===== config.mk =====
export PLATFORM = sky130hd
export DESIGN_NAME = if_hazard_ctrl_flat
export DESIGN_NICKNAME = d
export VERILOG_FILES = /design/src/rtl/if_hazard_ctrl_if.sv /design/src/rtl/if_hazard_ctrl.sv /design/src/flat_wrapper.sv
export SDC_FILE = /design/constraint.sdc
export NUM_CORES = 1
export LEC_CHECK = 0
export ABC_AREA = 1
export CORE_ASPECT_RATIO = 2
export CORE_UTILIZATION = 52
export DETAILED_ROUTE_END_ITERATION = 16
export PLACE_DENSITY = 0.85
export SYNTH_ARGS = -nofsm -noshare
export SYNTH_HDL_FRONTEND = slang
export SYNTH_SLANG_ARGS = --single-unit

===== constraint.sdc =====
create_clock -name clk -period 3.4 [get_ports clk]
set_input_delay 0.68 -clock clk [delete_from_list [all_inputs] [get_ports clk]]
set_output_delay 0.68 -clock clk [all_outputs]
set_load 0.1 [all_outputs]

===== src/rtl/if_hazard_ctrl_if.sv =====
// Front-end hazard control bundle between the ID stage and the hazard controller.
// The ID side drives decode/EX info and consumes the fetch/pipe controls.
interface if_hazard_ctrl_if #(
    parameter int CNT_W = 16
);
    logic [4:0]       id_rs1;
    logic [4:0]       id_rs2;
    logic             id_uses_rs2;
    logic             ex_memread;
    logic [4:0]       ex_rd;
    logic             Branch;
    logic             Jump;
    logic             mc_start;
    logic             stat_clr;
    logic             IFWrite;
    logic             ifid_write;
    logic             IF_flush;
    logic             idex_bubble;
    logic             mc_busy;
    logic [CNT_W-1:0] stall_count;

    modport master (
        output id_rs1, id_rs2, id_uses_rs2, ex_memread, ex_rd,
        output Branch, Jump, mc_start, stat_clr,
        input  IFWrite, ifid_write, IF_flush, idex_bubble,
        input  mc_busy, stall_count
    );

    modport slave (
        input  id_rs1, id_rs2, id_uses_rs2, ex_memread, ex_rd,
        input  Branch, Jump, mc_start, stat_clr,
        output IFWrite, ifid_write, IF_flush, idex_bubble,
        output mc_busy, stall_count
    );
endinterface


===== src/rtl/if_hazard_ctrl.sv =====
// Fetch/decode sequencing: load-use stalls, branch squash, multi-cycle waits.
// Also keeps a saturating count of cycles in which the PC is held.
module if_hazard_ctrl #(
    parameter int MC_LAT = 4,
    parameter int CNT_W  = 16
) (
    input logic            clk,
    input logic            reset,
    if_hazard_ctrl_if.slave bus
);
    typedef enum logic {RUN, MC_WAIT} state_t;

    localparam logic [3:0] MC_INIT = 4'(MC_LAT - 1);
    localparam logic [CNT_W-1:0] ONE = {{(CNT_W-1){1'b0}}, 1'b1};

    state_t           state;
    state_t           state_nxt;
    logic [3:0]       cnt;
    logic [3:0]       cnt_nxt;
    logic [CNT_W-1:0] stall_count;
    logic             lu;
    logic             ifw;
    logic             ifid;
    logic             flush;
    logic             bubble;
    logic             busy;

    assign lu = bus.ex_memread && (bus.ex_rd != 5'd0) &&
                ((bus.ex_rd == bus.id_rs1) ||
                 (bus.id_uses_rs2 && (bus.ex_rd == bus.id_rs2)));

    // State, wait counter update.
    always_ff @(posedge clk or negedge reset) begin
        if (!reset) begin
            state <= RUN;
            cnt   <= 4'd0;
        end else begin
            state <= state_nxt;
            cnt   <= cnt_nxt;
        end
    end

    // Next state and Mealy pipeline controls; reset forces a held, flushed front end.
    always_comb begin
        state_nxt = state;
        cnt_nxt   = cnt;
        ifw       = 1'b1;
        ifid      = 1'b1;
        flush     = 1'b0;
        bubble    = 1'b0;
        busy      = 1'b0;
        unique case (state)
            RUN: begin
                if (lu) begin
                    ifw    = 1'b0;
                    ifid   = 1'b0;
                    bubble = 1'b1;
                end else if (bus.Branch || bus.Jump) begin
                    flush = 1'b1;
                end else if (bus.mc_start) begin
                    ifw       = 1'b0;
                    ifid      = 1'b0;
                    bubble    = 1'b1;
                    cnt_nxt   = MC_INIT;
                    state_nxt = MC_WAIT;
                end
            end
            MC_WAIT: begin
                busy = 1'b1;
                if (cnt != 4'd0) begin
                    ifw     = 1'b0;
                    ifid    = 1'b0;
                    bubble  = 1'b1;
                    cnt_nxt = cnt - 4'd1;
                end else begin
                    state_nxt = RUN;
                end
            end
        endcase
        if (!reset) begin
            ifw    = 1'b0;
            ifid   = 1'b0;
            flush  = 1'b1;
            bubble = 1'b1;
            busy   = 1'b0;
        end
    end

    // Saturating count of held-PC cycles; clear wins over a same-cycle stall.
    always_ff @(posedge clk or negedge reset) begin
        if (!reset) begin
            stall_count <= '0;
        end else if (bus.stat_clr) begin
            stall_count <= '0;
        end else if (!ifw && (stall_count != '1)) begin
            stall_count <= stall_count + ONE;
        end
    end

    assign bus.IFWrite     = ifw;
    assign bus.ifid_write  = ifid;
    assign bus.IF_flush    = flush;
    assign bus.idex_bubble = bubble;
    assign bus.mc_busy     = busy;
    assign bus.stall_count = stall_count;
endmodule


===== src/flat_wrapper.sv =====
// flat-port wrapper written by rule: the top's interface ports become plain ports
module if_hazard_ctrl_flat 
#(
    parameter int MC_LAT = 4,
    parameter int CNT_W  = 16
)
  (clk, reset, bus_id_rs1, bus_id_rs2, bus_id_uses_rs2, bus_ex_memread, bus_ex_rd, bus_Branch, bus_Jump, bus_mc_start, bus_stat_clr, bus_IFWrite, bus_ifid_write, bus_IF_flush, bus_idex_bubble, bus_mc_busy, bus_stall_count);
  if_hazard_ctrl_if #(.CNT_W(CNT_W)) bus_i ();
  input logic clk;
  input logic reset;
  input wire logic [$bits(bus_i.id_rs1)-1:0] bus_id_rs1;
  input wire logic [$bits(bus_i.id_rs2)-1:0] bus_id_rs2;
  input wire logic [$bits(bus_i.id_uses_rs2)-1:0] bus_id_uses_rs2;
  input wire logic [$bits(bus_i.ex_memread)-1:0] bus_ex_memread;
  input wire logic [$bits(bus_i.ex_rd)-1:0] bus_ex_rd;
  input wire logic [$bits(bus_i.Branch)-1:0] bus_Branch;
  input wire logic [$bits(bus_i.Jump)-1:0] bus_Jump;
  input wire logic [$bits(bus_i.mc_start)-1:0] bus_mc_start;
  input wire logic [$bits(bus_i.stat_clr)-1:0] bus_stat_clr;
  output wire logic [$bits(bus_i.IFWrite)-1:0] bus_IFWrite;
  output wire logic [$bits(bus_i.ifid_write)-1:0] bus_ifid_write;
  output wire logic [$bits(bus_i.IF_flush)-1:0] bus_IF_flush;
  output wire logic [$bits(bus_i.idex_bubble)-1:0] bus_idex_bubble;
  output wire logic [$bits(bus_i.mc_busy)-1:0] bus_mc_busy;
  output wire logic [$bits(bus_i.stall_count)-1:0] bus_stall_count;
  assign bus_i.id_rs1 = bus_id_rs1;
  assign bus_i.id_rs2 = bus_id_rs2;
  assign bus_i.id_uses_rs2 = bus_id_uses_rs2;
  assign bus_i.ex_memread = bus_ex_memread;
  assign bus_i.ex_rd = bus_ex_rd;
  assign bus_i.Branch = bus_Branch;
  assign bus_i.Jump = bus_Jump;
  assign bus_i.mc_start = bus_mc_start;
  assign bus_i.stat_clr = bus_stat_clr;
  assign bus_IFWrite = bus_i.IFWrite;
  assign bus_ifid_write = bus_i.ifid_write;
  assign bus_IF_flush = bus_i.IF_flush;
  assign bus_idex_bubble = bus_i.idex_bubble;
  assign bus_mc_busy = bus_i.mc_busy;
  assign bus_stall_count = bus_i.stall_count;
  if_hazard_ctrl #(.MC_LAT(MC_LAT), .CNT_W(CNT_W)) u_core (.clk(clk), .reset(reset), .bus(bus_i));
endmodule

==> impl_metrics.ini <==
[cts]
numClockSinks = 21
postCtsSetupRepairBufs = 0
cts_tree = done
clock_latency_ns = 0.26
clockBufferDepth = 2
hold_buffers = 0
clkTransAtPathRegs_ns = 0.08
cts_made_buffers = 3
clock-root-buffer = clkbuf_8
htreeDepth = 1
cts_resized = 0

[drt]
wire_per_inst_um = 12.7
viasPerCell = 5.35
drtIter0Drc = 28
vias = 1685
routed_wl_um = 4010
drc_errors = 0
ant_nets = 0
first_pass_iters = 4

[die]
die_y_um = 81.3
core_area_sq_mm = 0.00298
start_util_pct = 55.0
placementRows = 28
die_width_um = 41.7
pin_count = 44
die_area_sq_mm = 0.00339

[logic_synthesis]
syn_nets = 269
synth_cell_type_count = 25
syn_avg_cell_area_sq_um = 6.73
synth.cell_area_sq_mm = 0.00164
postSynthCellCount = 243
ys_seq_elements = 21
seq_area_frac_synth_pct = 32.1
yosys_warnings = 0

[setup_path]
cp_slowest_stage_delay_ns = 0.55
cp_cell_sequence = clkdlybuf4s50_1 > inv_2 > nand2_1 > nand2_1 > nor2_1 > nand3_1 > nand2_1 > nand3_1 > nand2_2 > clkinvlp_4 > buf_12
crit_buf_inv = 4
cpLargestDelayFamily = buffers and inverters
crit_arrival_ns = 2.38
critPathKind = in2out
critPathSlowestCell = clkdlybuf4s50_1
crit_path_max_fanout = 12
startpoint_type = primary input
critPathCaptureType = output pin
required_ns = 2.72
path_common_cell = nand2_1

[timing]
finalCriticalPeriod_ns = 3.06
finalCritPeriodShare_pct = 90.1
relSlewSlack_pct = 39.7
hold_ws_ns = 0.579
rsz0062_at_grt = no
setup_tns_ns = 0
timing.fmax_mhz = 326
tightest_slew_ns = 0.904
hold_viol_final = 0
finClkSkew_ns = 0.00431
setup_viol = 0
finalMaxSlewViolations = 0

[grt]
use_met1_pct = 25.0
grt_use_total_pct = 25.6
grt_busiest_layer = met2
grt_overflow = 0
grt_pass1_vias = 1676
use_met2_pct = 50.3
grt_start_max_net_pins = 33
grt_pass1_wl_um = 6850
use_met3_pct = 2.44
antenna_found_initial = 0

[placed_design]
portBuffers = 43
place.gp.congestion = 0.859
hpwl_um = 3000

[final_layout]
drive_gt1_share_pct = 13.7
fill_cells = 254
diodes = 0
area_delta_synth_final_pct = 30.7
nNetsFinal = 312

[worst_hold_path]
holdCritPathClass = reg2reg

[power_and_ir_drop]
total_power_w = 0.00103
power_density_mw_per_mm2 = 482
ir_worst_vdd_uv = 437
leakage_nw = 1.20

[status]
outcome = complete, no violations

[job]
cap_violations = 0
==> tightest hold or removal path, delay by kind of cell, from the launching register on <==
kind,cells,cell delay (ns)
DFF,1,0.40
and+or+nand+nor,2,0.15
==> worst paths after layout <==
| kind | from | to | slack, ns | cells after the start |
|---|---|---|---|---|
| hold reg to reg | u_core.bus.stall_count[1] | u_core.bus.stall_count[1] | 0.58 | 2 |
| min in group asynchronous | reset | u_core.bus.stall_count[1] | 0.88 | 2 |
| setup reg to reg | u_core.bus.stall_count[0] | u_core.bus.stall_count[5] | 1.41 | 9 |
| hold / removal | u_core.bus.stall_count[1] | u_core.bus.stall_count[1] | 0.58 | 2 |
| setup / recovery | bus_ex_rd[0] | bus_ifid_write | 0.34 | 11 |
| max in group asynchronous | reset | u_core.state | 2.29 | 2 |
==> sequential cells by signal (all words and copies together), names as in the netlist <==
signal and count:
u_core.bus.stall_count 16, u_core.cnt 4, u_core.state 1
==> power breakdown <==
part / total, W / leakage (nW) / internal [W] / switching (W)
logic: 0.000544 / 0.888 / 0.000167 / 0.000377
clock network: 0.000170 / 0.0255 / 0.0000817 / 0.0000884
registers: 0.000317 / 0.285 / 0.000286 / 0.0000310
==> synthesized netlist by cell type (all sizes together) <==
| cell | count | share of area [%] |
|---|---|---|
| nand4 | 20 | 8.6 |
| dfrtp | 21 | 32 |
| inv | 43 | 9.9 |
| nor2 | 23 | 5.9 |
| xor2 | 12 | 6.4 |
| buf | 6 | 2.3 |
| nor3 | 5 | 2.2 |
| clkbuf | 1 | 0.23 |
| xnor2 | 2 | 1.1 |
| nand2 | 68 | 16 |
| ha | 3 | 2.3 |
| nand3 | 30 | 9.9 |
| o21ai | 9 | 2.8 |
==> through the flow <==
step | cells | utilization, % | cell area [sq um] | setup slack [ns]
after global placement | 311 | 70.3 | 2090 | 0.327
final | 315 | 71.8 | 2140 | 0.335
after floorplan | 243 | - | 1640 | 0.157
after global routing | 315 | 71.8 | 2140 | 0.187
after CTS | 315 | 71.8 | 2140 | 0.319
after detailed placement | 311 | 70.3 | 2090 | 0.326
==> cell type report <==
| type | instances | area [sq um] | area share [%] |
|---|---|---|---|
| timing repair buffer | 45 | 455 | 21.3 |
| tap | 30 | 37.5 | 1.76 |
| sequential | 21 | 526 | 24.6 |
| clock buffer | 3 | 41.3 | 1.93 |
| multi-input combinational | 172 | 908 | 42.5 |
| clock inverter | 1 | 5.00 | 0.234 |
| inverter | 43 | 165 | 7.72 |
==> layer usage <==
metal  wire, um  vias to the layer above
met1       1470                      778
met3        121                        6
met4        108                        0
met2       2320                       47
li1           -                      854
met5          0                        -
==> logic make-up (layout without fill, tap and decap cells) <==
logic type               after synthesis  count (layout)  synth area share, %
flip-flops                            21              21                 32.1
buffers and inverters                 50              92                 12.4
adder cells (fa/ha/maj)                3               3                 2.29
XOR/XNOR                              14              14                 7.49
AO/OA/AOI/OAI                          9               9                 2.75
AND/OR/NAND/NOR                      146             146                 43.0
==> cell usage in the layout, fill, tap and decap left out, types with 3 or more instances in the layout <==
cell / synthesis / final
xor2_1: 12 / 12
inv_1: 40 / 39
buf_12: 0 / 5
inv_2: 3 / 3
nor2_1: 21 / 21
clkdlybuf4s50_1: 0 / 22
nand3_1: 29 / 29
ha_1: 3 / 3
o21ai_0: 8 / 7
nand4_1: 19 / 19
clkbuf_8: 0 / 3
nand2_1: 65 / 65
buf_4: 1 / 18
nor3_1: 4 / 4
dfrtp_1: 21 / 21
No activity file was read; power rests on OpenSTA's default activity.
